<file path="config.mk">
export PLATFORM = sky130hd
export DESIGN_NAME = alu_seq
export DESIGN_NICKNAME = d
export VERILOG_FILES = /design/src/rtl/alu_seq.sv
export SDC_FILE = /design/constraint.sdc
export NUM_CORES = 1
export LEC_CHECK = 0
export BUFFER_PORTS_ARGS = -buffer_cell sky130_fd_sc_hd__buf_2
export CORE_ASPECT_RATIO = 1.25
export CORE_MARGIN = 2
export CORE_UTILIZATION = 50
export CTS_BUF_LIST = sky130_fd_sc_hd__clkbuf_8 sky130_fd_sc_hd__clkbuf_16
export CTS_CLUSTER_SIZE = 24
export DETAILED_ROUTE_END_ITERATION = 8
export GPL_ROUTABILITY_DRIVEN = 1
export MAX_ROUTING_LAYER = met4
export PLACE_DENSITY = 0.77
export SLEW_MARGIN = 20
export SYNTH_ARGS = -nofsm -noshare
export SYNTH_HDL_FRONTEND = slang
export SYNTH_SLANG_ARGS = --single-unit
</file>
<file path="constraint.sdc">
create_clock -name clk -period 9.1 [get_ports clk]
set_clock_uncertainty 0.1 [all_clocks]
set_input_delay 2.73 -clock clk [delete_from_list [all_inputs] [get_ports clk]]
set_output_delay 2.73 -clock clk [all_outputs]
set_load 0.02 [all_outputs]
</file>
<file path="src/rtl/alu_seq.sv">
// -----------------------------------------------------------------------------
// alu_seq -- sequencer that feeds a downstream register-file/ALU stage.
//
// Instruction words {instr, imm} enter a small queue. A four-state FSM
// (IDLE -> EXEC -> [FLAG] -> IDLE, or -> HALT) pops one word at a time into the
// instruction register (IR) and decodes the downstream controls from state and
// IR only.
//
// Configuration macro:
//   ALU_SEQ_FIFO_EN  defined   : 4-entry FIFO queue.
//                    undefined : single holding register.
//
// Ports:
//   clk         in   rising-edge clock
//   reset       in   synchronous active-high reset
//   in_valid    in   instruction word offered
//   in_ready    out  queue not full (transfer when in_valid & in_ready)
//   instr[12:0] in   {kind[1:0], op[1:0], dst[2:0], srca[2:0], srcb[2:0]}
//   imm[15:0]   in   LOAD immediate, captured with instr
//   cout_in     in   registered carry from the downstream stage
//   sel         out  write-data select (0 = immediate, 1 = ALU result)
//   wr          out  register-file write enable
//   op[1:0]     out  ALU operation code
//   rd_addr_a/b out  read register addresses
//   wr_addr     out  write register address
//   d_out[15:0] out  immediate data to the downstream stage
//   busy        out  EXEC or FLAG, or queue non-empty
//   halted      out  FSM is in HALT
//   carry_flag  out  carry of the last completed ALU instruction
//   done_pulse  out  high on the final cycle of each instruction
// -----------------------------------------------------------------------------
module alu_seq (
    input  logic        clk,
    input  logic        reset,
    input  logic        in_valid,
    output logic        in_ready,
    input  logic [12:0] instr,
    input  logic [15:0] imm,
    input  logic        cout_in,
    output logic        sel,
    output logic        wr,
    output logic [1:0]  op,
    output logic [2:0]  rd_addr_a,
    output logic [2:0]  rd_addr_b,
    output logic [2:0]  wr_addr,
    output logic [15:0] d_out,
    output logic        busy,
    output logic        halted,
    output logic        carry_flag,
    output logic        done_pulse
);

    typedef enum logic [1:0] {ST_IDLE, ST_EXEC, ST_FLAG, ST_HALT} state_e;
    typedef enum logic [1:0] {K_LOAD = 2'b00, K_ALU = 2'b01, K_NOP = 2'b10, K_HALT = 2'b11} kind_e;

    // Field order matches {instr, imm} so the packed word is a plain concatenation.
    typedef struct packed {
        logic [1:0]  kind;
        logic [1:0]  op;
        logic [2:0]  dst;
        logic [2:0]  srca;
        logic [2:0]  srcb;
        logic [15:0] imm;
    } word_t;

    state_e state_q, state_d;
    word_t  ir_q, ir_d;
    logic   carry_q, carry_d;

    word_t  in_word;
    word_t  q_head;
    logic   q_full, q_empty;
    logic   push, pop;

    assign in_word  = {instr, imm};
    assign in_ready = ~q_full;
    assign push     = in_valid & ~q_full & ~reset;
    // The FSM only looks at registered queue state, so a word pushed this
    // edge can be popped at the earliest on the following edge.
    assign pop      = (state_q == ST_IDLE) & ~q_empty;

`ifdef ALU_SEQ_FIFO_EN
    word_t      mem_q [4];
    logic [1:0] wr_ptr_q, rd_ptr_q;
    logic [2:0] count_q;

    assign q_full  = (count_q == 3'd4);
    assign q_empty = (count_q == 3'd0);
    assign q_head  = mem_q[rd_ptr_q];

    // NOTE: storage is not reset; occupancy is tracked by count_q, so stale
    // entries are never observed.
    always_ff @(posedge clk) begin
        if (push) mem_q[wr_ptr_q] <= in_word;
    end

    always_ff @(posedge clk) begin
        if (reset) begin
            wr_ptr_q <= '0;
            rd_ptr_q <= '0;
            count_q  <= '0;
        end else begin
            if (push) wr_ptr_q <= wr_ptr_q + 2'd1;
            if (pop)  rd_ptr_q <= rd_ptr_q + 2'd1;
            case ({push, pop})
                2'b10:   count_q <= count_q + 3'd1;
                2'b01:   count_q <= count_q - 3'd1;
                default: count_q <= count_q;
            endcase
        end
    end
`else
    word_t hold_q;
    logic  hold_valid_q;

    assign q_full  = hold_valid_q;
    assign q_empty = ~hold_valid_q;
    assign q_head  = hold_q;

    always_ff @(posedge clk) begin
        if (push) hold_q <= in_word;
    end

    // Push and pop are mutually exclusive: push needs an empty holder,
    // pop needs a full one.
    always_ff @(posedge clk) begin
        if (reset)     hold_valid_q <= 1'b0;
        else if (push) hold_valid_q <= 1'b1;
        else if (pop)  hold_valid_q <= 1'b0;
    end
`endif

    // NOTE: state registers use non-blocking assignments so every flop
    // samples the pre-edge values of the others.
    always_ff @(posedge clk) begin
        if (reset) begin
            state_q <= ST_IDLE;
            ir_q    <= '0;
            carry_q <= 1'b0;
        end else begin
            state_q <= state_d;
            ir_q    <= ir_d;
            carry_q <= carry_d;
        end
    end

    // NOTE: every combinational output gets a default first, so no path
    // leaves a signal unassigned and no latch is inferred.
    always_comb begin
        state_d = state_q;
        ir_d    = ir_q;
        carry_d = carry_q;
        case (state_q)
            ST_IDLE: begin
                if (pop) begin
                    ir_d    = q_head;
                    state_d = ST_EXEC;
                end
            end
            ST_EXEC: begin
                case (kind_e'(ir_q.kind))
                    K_ALU:   state_d = ST_FLAG;
                    K_HALT:  state_d = ST_HALT;
                    default: state_d = ST_IDLE;
                endcase
            end
            ST_FLAG: begin
                carry_d = cout_in;
                state_d = ST_IDLE;
            end
            default: state_d = ST_HALT;
        endcase
    end

    always_comb begin
        sel        = 1'b0;
        wr         = 1'b0;
        op         = 2'b00;
        rd_addr_a  = 3'd0;
        rd_addr_b  = 3'd0;
        wr_addr    = 3'd0;
        d_out      = 16'h0000;
        done_pulse = 1'b0;
        case (state_q)
            ST_EXEC: begin
                case (kind_e'(ir_q.kind))
                    K_LOAD: begin
                        wr         = 1'b1;
                        wr_addr    = ir_q.dst;
                        d_out      = ir_q.imm;
                        done_pulse = 1'b1;
                    end
                    K_ALU: begin
                        sel       = 1'b1;
                        wr        = 1'b1;
                        op        = ir_q.op;
                        rd_addr_a = ir_q.srca;
                        rd_addr_b = ir_q.srcb;
                        wr_addr   = ir_q.dst;
                    end
                    default: done_pulse = 1'b1;
                endcase
            end
            // ALU instructions finish here, one cycle after their EXEC.
            ST_FLAG: done_pulse = 1'b1;
            default: ;
        endcase
    end

    assign busy       = (state_q == ST_EXEC) | (state_q == ST_FLAG) | ~q_empty;
    assign halted     = (state_q == ST_HALT);
    assign carry_flag = carry_q;

endmodule

</file>
After elaboration in Yosys (flattened, before gate mapping)
Index checks and enable logic that the tools add are counted.
{ "totals": {"wordCells": 54, "register_bits": 62, "in_bits": 33} }
{ "classes": {"n_eq_ne": 6, "n_bitwise": 7, "reduce_logical": 5, "mux": 21} }
{ "ops": {"columns": ["op", "count"], "rows": [
  ["$mux 16", 2],
  ["$mux 3", 6],
  ["$mux 1", 7],
  ["$eq 2x2->1 const B", 3],
  ["$mux 2", 3],
  ["$pmux 2 s3", 1],
  ["$eq 2x1->1 const B", 2],
  ["$logic_not 2->1", 2],
  ["$pmux 2 s2", 1],
  ["$and 1x1->1", 3],
  ["$ne 2x2->1 const B", 1],
  ["$not 1->1", 2],
  ["$or 1x1->1", 2],
  ["$pmux 1 s2", 1],
  ["$reduce_and 2->1", 1],
  ["$reduce_bool 2->1", 1],
  ["$reduce_or 2->1", 1]
]} }

Longest topological paths before layout
Gate-level depths: netlist of the first run.
{ "logic_depth": {"ltp_word": 4, "depth_mapped": 7, "mapped_depth_nobuf": 5} }

Worst setup path after synthesis of the first run
No wires, ideal clock.
{ "synth_path": {"kind": "input -> register", "startpoint": "input reset", "endpoint": "register hold_q[0] in the netlist's numbering, enable pin", "setup_ns": 0.415, "t_required_ns": 8.585, "arrival_ns": 4.338, "cell_stages": 3, "path_buffers": 2, "path_slack_ns": 4.247, "cell_sequence": "clkbuf_1 > clkbuf_1 > nor2_1"} }
{ "synth_via": {"elab_chain_len": 2} }
{ "synth_rtl": {"columns": ["element", "line_no", "text"], "rows": [
  ["start: declaration", "34", "input logic reset,"],
  ["$not 1->1", "77", "assign push = in_valid & ~q_full & ~reset;"],
  ["$and 1x1->1", "77", null],
  ["via push", "73", "logic push, pop;"],
  ["end signal: assignment", "121", "if (push) hold_q <= in_word;"],
  ["end: declaration", "113", "word_t hold_q;"]
]} }
The timed path passes the listed nets, and every way through them passes these cells.
A chain may end at the register's enable or synchronous reset.

Final worst setup path of the first run
{ "layout_path": {"startpoint": "register state_q[1]", "endpoint": "output d_out[1]"} }
{ "layout_via": {"elab_chain_len": 2} }
{ "layout_rtl": {"columns": ["element", "line_no", "text"], "rows": [
  ["start: declaration", "66", "state_e state_q, state_d;"],
  ["start signal: assignment", "141", "state_q <= state_d;"],
  ["$eq 2x1->1", "184", "case (state_q)"],
  ["$mux 16", "184", null],
  ["end: declaration", "46", "output logic [15:0] d_out,"]
]} }
No other way between the ends.

==> summary.txt, run 1 <==
Clocking
  • Setup repair bufs after CTS: 0
  • Clk Latency, worst-skew pair: 0.33 ns
  • Post_cts resized: 0
  • Root Buffer: clkbuf_8
  • CTS Hold Bufs: 0
  • H-tree levels: 3
  • Max Buffers Root-to-Sink: 2
  • Register clock-pin slew on the reported worst setup and hold paths: around 0.070 ns
  • TritonCTS Sinks: 62
  • CTS Buf Count: 9
  • CTS tree: built

Yosys
  • Top cell type's share of synthesized area: about 37%
  • Post-synth top cells: nand2_1 (60), dfxtp_1 (33), a21oi_1 (31), edfxtp_1 (29), and2_1 (21)
  • Synth warn: 0
  • Most frequent cell after synthesis: nand2_1
  • Synth cell types: 22
  • Synth area leaders: edfxtp_1 (37%), dfxtp_1 (28%), nand2_1 (9.7%)
  • Largest area contributor in the netlist: edfxtp_1
  • Mapped Cells: around 220
  • Synthesized Nets: roughly 260
  • Top FF cell, synth: dfxtp_1
  • Synthesized area: around 2300 um2
  • Fraction of registers with async set/reset: 0%
  • Syn avg cell area: 10.7 um2
  • Post-synth EDFFs: 29
  • Synth Register Bits: just over 60
  • Seq/Total Area, Yosys: between 60% and 70%

STA
  • Period minus WS final: 4.68 ns
  • Worst Tran Pin Value: a little under 1 ns
  • Final Max Slew Viols: 0
  • Final Hold Viols: 0
  • # setup viols final: 0
  • Period utilisation layout: 51.5%
  • Worst Setup Slack, final: about 4.4 ns
  • Relative slew slack: between 30% and 40%
  • RSZ-0062 raised after global routing: no
  • Final TNS setup: 0 ns
  • Peak Freq: around 210 MHz

Placement
  • Port Buffer Count: 66
  • Placed Cells: around 330
  • Routability cong.: about 0.74
  • Detail Placement HPWL: around 2.9 mm
  • Setup WS pre-CTS: ~4.7 ns
  • Placed Area: roughly 2700 um2

Floorplanning
  • Die area: approximately 5200 um2
  • Die X: 65.1 um
  • I/O pin count: 67
  • Starting Density: 52.2%
  • Chip height: about 80 um
  • Core footprint: approximately 4500 um2
  • Row count: 27

Critical path
  • CP required: roughly 6.3 ns
  • Register-to-Register Path Depth: 5
  • Crit start category: flop
  • Kind of critical path: flop to output pin
  • Critical Path End Type: output pin
  • Critical-path top delay cell: dfxtp_1
  • Data arrival time of the critical path: 1.85 ns
  • Critical-path cell list: inv_1 -> ha_1 -> and2b_4 -> and2b_4 -> and2_1 -> buf_2
  • Crit path top cell by count: and2b_4
  • RR Startpoint: state_q[0]$_SDFFE_PP0P_
  • Crit path max fanout: 16
  • CP max stage delay: 0.34 ns
  • CP Launch Point: state_q[1]$_SDFFE_PP0P_

Worst hold path
  • Hold wc startpoint: ir_q[6]$_SDFFE_PP0P_
  • Hold Path Depth: 2
  • Hold crit path type: flop to flop

Global routing
  • Initial antenna violation count: 0
  • First-pass GRT wire length: approximately 7 mm
  • Total gr overflow: 0
  • GRT Util Overall: 18.9%
  • Largest net degree at the start of global routing: 35
  • Vias in the first global route: approximately 1500

Route
  • Total Wirelength: between 4 and 5 mm
  • Drt pass-1 iters: 4
  • Via density: between 4 and 5
  • Number of remaining DRC errors: 0
  • DR vias: between 1500 and 2000
  • Final ANT Viol Nets: 0
  • Wire length per cell: approximately 13 um
  • First-iteration detailed-routing DRC count: slightly below 100

Power and ir drop
  • Sw Share: a little under a third
  • Worst VDD drop: 139 uV
  • Clk pwr share: approximately 29%
  • Int Power: ~480 uW
  • Seq pwr share: 49.5%
  • Pwr dens: between 200 and 250 nW/um2
  • Static Leak: 0.00124 uW
  • Logic gate share of total power: 21.7%
  • NetSw: about 200 uW

Finish
  • Layout cells sized above 1: 29.1%
  • Area occupied by multi-input gates: between 700 and 800 um2
  • Syn-to-layout area delta: 22.3%
  • Fin cells: roughly 350
  • Post-Layout Inst Area: 2850 um2
  • Ant diodes: 0
  • Register area: 1530 um2
  • Nets: between 300 and 400
  • Fill count: 380

Run
  • Max Cap Violations: 0

Outcome
  • Status: complete, no violations
## cell usage in the layout (no fill, tap or decap), drive strengths merged
cell type / netlist / final
a311oi: 1 / 1
o21a: 1 / 1
edfxtp: 29 / 29
and2: 21 / 21
clkinv: 0 / 2
nand2: 60 / 60
nor2: 4 / 4
a211oi: 1 / 1
nor3: 1 / 1
and3: 8 / 8
clkbuf: 5 / 10
a21oi: 31 / 31
buf: 6 / 67
dfxtp: 33 / 33
inv: 3 / 7
ha: 5 / 5
and2b: 3 / 3
or2: 1 / 1
nor2b: 1 / 1
nand2b: 2 / 2
mux2i: 1 / 1
## power by group through the flow
stage                     clock network (uW)  logic, uW  registers, uW
after global placement                     0        146            341
after CTS                                202        150            338
after floorplan                            0        113            340
after global routing                     212        167            341
final                                    197        148            337
after detailed placement                   0        150            344
## layout make-up
type	count	area share, %
clock inverter	6	0.878
tap	58	2.55
clock buffer	10	4.83
sequential	62	53.7
inverter	3	0.395
timing repair buffer	67	11.9
multi-input combinational	141	25.8
## worst max-delay path: cells and delay by family (launching register included)
kind / cells / cell delay, ns
adders and majority gates: 1 / 0.30
buffers and inverters: 2 / 0.27
and+or+nand+nor: 3 / 0.61
DFF: 1 / 0.34
## metrics by stage
step | total power (uW) | hold WS (ns) | utilization (%)
5_1_grt | 720 | 0.374 | 63.9
3_5_place_dp | 493 | 0.343 | 60.2
6_report | 682 | 0.349 | 63.9
3_3_place_gp | 487 | 0.337 | 60.2
4_1_cts | 690 | 0.352 | 63.9
2_1_floorplan | 453 | 0.332 | -
## metal layers
layer  part of all wire, %  track usage, %  vias to the layer above
met5                     0               -                        -
met4                   1.4            8.13                        0
met3                   4.6            5.88                        5
met2                    52            31.3                       40
met1                    42            21.0                      748
li1                      -               -                      854
## registers in the layout (all words and copies together), names as in the netlist
register	count
state_q	2
hold_valid_q	1
carry_flag	1
ir_q	29
hold_q	29
## kinds of logic (layout without fill, tap and decap cells)
family / count (synthesis) / in the layout / share of synthesized area, %
muxes: 1 / 1 / 0.430
adders and majority gates: 5 / 5 / 2.69
AOI/OAI and AO/OA: 34 / 34 / 7.68
buffers and inverters: 14 / 86 / 2.90
DFF: 62 / 62 / 65.7
and+or+nand+nor: 101 / 101 / 20.6
## worst paths after layout
kind                                             end  slack [ns]
worst min-delay path            ir_q[6]$_SDFFE_PP0P_        0.35
worst max-delay path                        d_out[1]        4.42
worst min register to register  ir_q[6]$_SDFFE_PP0P_        0.35
worst max register to register  ir_q[0]$_SDFFE_PP0P_        7.12
No activity file was read; power rests on OpenSTA's default activity.
==> run 2: changes to the inputs <==
Clock period 9.1 ns to 4.5 ns, I/O delays scaled along.
==> run 2 against run 1 <==
Compared with the run above:
- sequential power is 100% higher
- first-iteration DRC count is 8.1% higher
- via count is 1.2% higher
- register-to-register slack worse by 4.7 ns
- final area is 2.5% higher
- non-clock buffer count stayed put
- sequential cell count stayed put
- total power is 130% higher
- final cell count stayed put
- clock power grew to 2.8 times the previous value
- routed wire length is 1.3% higher
- utilization is 1.6 points higher
- critical path type unchanged
- highest routed layer unchanged
==> summary.txt, run 2 (same netlist as run 1, synthesis figures left out) <==
Outcome
  • Status: complete, no violations

Route
  • Routed wl met3: 192 um
  • Total Wirelength: approximately 4.5 mm
  • M1 WL: ~1.8 mm
  • Metal2 WL: ~2.4 mm
  • Via density: between 4 and 5
  • First-iteration detailed-routing DRC count: 107
  • Number of remaining DRC errors: 0
  • Wire length per cell: between 10 and 15 um
  • DR vias: approximately 1700
  • Top routing layer in use: met4
  • Final ANT Viol Nets: 0
  • Drt pass-1 iters: 4

Power and ir drop
  • Worst VDD drop: between 200 and 300 uV
  • Int Power: approximately 1100 uW
  • Sw Share: between 20% and 30%
  • NetSw: around 430 uW
  • Clk pwr share: 36.0%
  • Static Leak: about 0.0013 uW
  • Total chip power: roughly 1500 uW
  • Pwr dens: between 500 and 600 nW/um2
  • Seq pwr share: around 44%
  • Logic gate share of total power: about 20%

Finish
  • Syn-to-layout area delta: 25.3%
  • Commonest non-fill, non-tap cell in the layout: buf_2
  • Layout cells sized above 1: between 20% and 30%
  • Leading registers by flop count: hold_q (29), ir_q (29), state_q (2)
  • Nets: about 320
  • Commonest cells after routing, fill and taps aside: buf_2 (66), nand2_1 (60), dfxtp_1 (33)
  • Ant diodes: 0
  • Fill count: around 380

Floorplanning
  • Chip height: 80.3 um
  • Row count: 27
  • Die area: 5220 um2
  • Core footprint: between 4000 and 5000 um2
  • I/O pin count: 67
  • Die X: ~65 um
  • Starting Density: 52.2%

Worst hold path
  • Hold Path Depth: 2
  • Hold crit path type: flop to flop

Critical path
  • Crit start category: flop
  • CP required: 3.05 ns
  • Register-to-Register Path Depth: 5
  • Critical Path End Type: output pin
  • Kind of critical path: flop to output pin
  • Crit path max fanout: 16
  • Data arrival time of the critical path: about 1.9 ns

Placement
  • Detail Placement HPWL: roughly 2.9 mm
  • Port Buffer Count: 66
  • Setup WS pre-CTS: ~1.5 ns
  • Routability cong.: roughly 0.8

Clocking
  • Setup repair bufs after CTS: 0
  • H-tree levels: 3
  • CTS tree: built
  • Max Buffers Root-to-Sink: 2
  • TritonCTS Sinks: slightly above 60
  • Clk Latency, worst-skew pair: 0.33 ns
  • CTS Hold Bufs: 0
  • Post_cts resized: 0
  • Root Buffer: clkbuf_8
  • Register clock-pin slew on the reported worst setup and hold paths: 0.06 ns
  • CTS Buf Count: 9

STA
  • Final Hold Viols: 0
  • Relative slew slack: slightly below 30%
  • RSZ-0062 raised after global routing: no
  • # setup viols final: 0
  • Final TNS setup: 0 ns
  • Period minus WS final: approximately 3.3 ns
  • Final Max Slew Viols: 0
  • Worst Setup Slack, final: around 1.2 ns
  • Peak Freq: between 200 and 300 MHz
  • Period utilisation layout: around 74%
  • Worst Tran Pin Value: between 1 and 1.5 ns

Global routing
  • Vias in the first global route: between 1500 and 2000
  • Initial antenna violation count: 0
  • GRT Util Overall: 18.8%
  • First-pass GRT wire length: slightly below 7 mm
  • Total gr overflow: 0
  • Largest net degree at the start of global routing: 35

Run
  • Max Cap Violations: 0
-- run 2: cell count changes in the layout (fill, tap and decap cells not counted) --
cell | previous run | this run
clkinv_2 | 2 | 1
inv_1 | 7 | 4
bufinv_16 | 0 | 2
and2_2 | 1 | 0
clkbuf_8 | 10 | 12
and2_1 | 20 | 21
-- run 2: area by class of cell --
class | count | area (um2) | share of cell area (%)
well taps | 58 | 72.6 | 2.49
clock buffers | 12 | 165 | 5.66
repair buffers | 67 | 338 | 11.6
multi-input cells | 141 | 733 | 25.1
inverters | 3 | 11.3 | 0.386
clock inverters | 4 | 68.8 | 2.36
flip-flops and latches | 62 | 1530 | 52.4
-- run 2: through the flow --
stage	utilization (%)	cells	cell area (um2)	hold WS (ns)
final	65.5	347	2920	0.348
after global routing	65.5	347	2920	0.370
after CTS	65.5	347	2920	0.352
after detailed placement	60.2	331	2690	0.343
after global placement	60.2	331	2690	0.338
after floorplan	-	217	2330	0.332
-- run 2: worst paths after layout --
path	end	from	slack [ns]
setup reg to reg	ir_q[20]$_SDFFE_PP0P_	state_q[1]$_SDFFE_PP0P_	2.42
hold reg to reg	ir_q[10]$_SDFFE_PP0P_	ir_q[10]$_SDFFE_PP0P_	0.35
hold / removal	ir_q[10]$_SDFFE_PP0P_	ir_q[10]$_SDFFE_PP0P_	0.35
setup / recovery	d_out[12]	state_q[1]$_SDFFE_PP0P_	1.16
-- run 2: routing by layer --
metal / vias up / GRT usage (%)
li1: 855 / -
met4: 0 / 12.5
met5: - / -
met3: 12 / 4.20
met1: 758 / 19.0
met2: 42 / 32.6
-- run 2: power groups by stage --
stage / registers [uW] / clock network, uW / logic (uW)
2_1_floorplan: 688 / 0 / 228
3_3_place_gp: 691 / 0 / 298
3_5_place_dp: 693 / 0 / 306
4_1_cts: 681 / 563 / 308
5_1_grt: 689 / 588 / 340
6_report: 681 / 556 / 306
-- run 2: critical path, cell delays in order, from the launching register on --
cell and delay [ns]:
dfxtp_1 0.34, inv_1 0.11, ha_1 0.32, and2b_4 0.22, and2b_4 0.26, and2_1 0.16
buf_2 0.16
==> run 3: changes to the inputs <==
Clock period 4.5 ns to 3.32 ns, I/O delays scaled along.
==> run 3 against run 2 <==
Compared with the run above:
- largest power group unchanged
- utilization decreased by 1.4 points
- worst setup slack got worse by 0.81 ns
- final cell count unchanged
- clock power increased by 0.7%
==> summary.txt, run 3 (same netlist as run 1, synthesis figures left out) <==
Outcome
  • Status: complete, no violations

STA
  • Final Hold Viols: 0
  • Worst Tran Pin Value: roughly 0.96 ns
  • RSZ-0062 raised after global routing: no
  • Final TNS setup: 0 ns
  • Period utilisation layout: between 80% and 90%
  • Period minus WS final: around 3.0 ns
  • Final Max Slew Viols: 0
  • # setup viols final: 0
  • Hold slack: between 0.3 and 0.4 ns
  • Peak Freq: ~340 MHz
  • Relative slew slack: 36.0%

Clocking
  • CTS Hold Bufs: 0
  • Post_cts resized: 0
  • H-tree levels: 3
  • TritonCTS Sinks: 62
  • CTS Buf Count: 9
  • Clk Latency, worst-skew pair: 0.33 ns
  • CTS tree: built
  • Max Buffers Root-to-Sink: 2
  • Root Buffer: clkbuf_8
  • Setup repair bufs after CTS: 0
  • Register clock-pin slew on the reported worst setup and hold paths: around 0.06 ns

Floorplanning
  • Core footprint: 4460 um2
  • Die X: about 65 um
  • Starting Density: 52.2%
  • I/O pin count: 67
  • Row count: 27
  • Chip height: approximately 80 um
  • Die area: between 5000 and 6000 um2

Worst hold path
  • Hold wc startpoint: ir_q[6]$_SDFFE_PP0P_
  • Hold crit path type: flop to flop

Route
  • DR vias: between 1500 and 2000
  • Top routing layer in use: met4
  • M1 WL: 1.73 mm
  • Total Wirelength: roughly 4.4 mm
  • Drt pass-1 iters: 4
  • Metal2 WL: between 2 and 2.5 mm
  • Routed wl met3: around 250 um
  • Via density: ~4.7
  • First-iteration detailed-routing DRC count: 95
  • Final ANT Viol Nets: 0
  • Number of remaining DRC errors: 0
  • Wire length per cell: 12.6 um

Global routing
  • Total gr overflow: 0
  • First-pass GRT wire length: ~7 mm
  • Largest net degree at the start of global routing: 35
  • Initial antenna violation count: 0
  • Vias in the first global route: approximately 1500
  • GRT Util Overall: a little under a fifth

Finish
  • Layout Utilization: 64.1%
  • Fin cells: 347
  • Ant diodes: 0
  • Commonest cells after routing, fill and taps aside: buf_2 (66), nand2_1 (60), dfxtp_1 (33)
  • Layout cells sized above 1: 29.1%
  • Leading registers by flop count: hold_q (29), ir_q (29), state_q (2)
  • Syn-to-layout area delta: 22.7%
  • Commonest non-fill, non-tap cell in the layout: buf_2
  • Nets: around 320

Critical path
  • Crit path buf inv count: 2
  • CP Launch Point: state_q[1]$_SDFFE_PP0P_
  • CP max stage delay: ~0.34 ns
  • Kind of critical path: flop to output pin
  • Critical-path top delay cell: dfxtp_1
  • Data arrival time of the critical path: approximately 1.9 ns
  • RR Startpoint: state_q[0]$_SDFFE_PP0P_
  • Critical Path End Type: output pin
  • Crit start category: flop
  • Crit path top cell by count: and2b_4
  • CP top delay family: simple AND/OR/NAND/NOR gates
  • CP required: ~2.2 ns
  • Critical-path cell list: inv_1 -> ha_1 -> and2b_4 -> and2b_4 -> and2_1 -> buf_2
  • Crit path max fanout: 16

Placement
  • Routability cong.: ~0.74
  • Port Buffer Count: 66
  • Detail Placement HPWL: a little under 3 mm
  • Placed Cells: ~330

Power and ir drop
  • Worst VDD drop: roughly 360 uV
  • Static Leak: around 0.0012 uW
  • Total chip power: around 1900 uW
  • Pwr dens: ~660 nW/um2

Run
  • Max Cap Violations: 0
run 3: cell count changes in the layout (fill, tap and decap cells not counted), sizes merged:
cell / delta
bufinv: -2
clkbuf: -1
inv: +3
run 3: path summary, 6_finish.rpt:
path                                             end  slack, ns  cells after the start
worst max-delay path                        d_out[1]       0.35                      6
worst min-delay path            ir_q[6]$_SDFFE_PP0P_       0.35                      2
worst max register to register  ir_q[3]$_SDFFE_PP0P_       1.34                      5
worst min register to register  ir_q[6]$_SDFFE_PP0P_       0.35                      2
run 3: metal layers:
| layer | GRT usage, % | up-vias |
|---|---|---|
| li1 | - | 853 |
| met1 | 21.1 | 738 |
| met2 | 30.5 | 47 |
| met3 | 5.60 | 8 |
| met4 | 11.7 | 0 |
| met5 | - | - |
run 3: worst min-delay path, cell delays in order, from the launching register on:
cell and delay [ns]:
dfxtp_1 0.30, nand2_1 0.05, a21oi_1 0.05
run 3: final cells by class:
class,count,area (um2)
Fill cell,389,1600
Sequential cell,62,1530
Multi-Input combinational cell,141,734
Timing Repair Buffer,67,338
Clock buffer,11,151
Tap cell,58,72.6
Clock inverter,5,20.0
Inverter,3,11.3
run 3: power by group:
part / switching, uW / internal (uW)
sequential: 42.1 / 883
clock: 261 / 299
combinational: 258 / 148
total: 561 / 1330
run 3: metrics by stage:
stage,setup slack (ns),area (um2)
floorplan,0.201,2330
global placement,0.770,2690
detailed placement,0.689,2690
CTS,0.324,2860
global route,0.165,2860
finish,0.349,2860
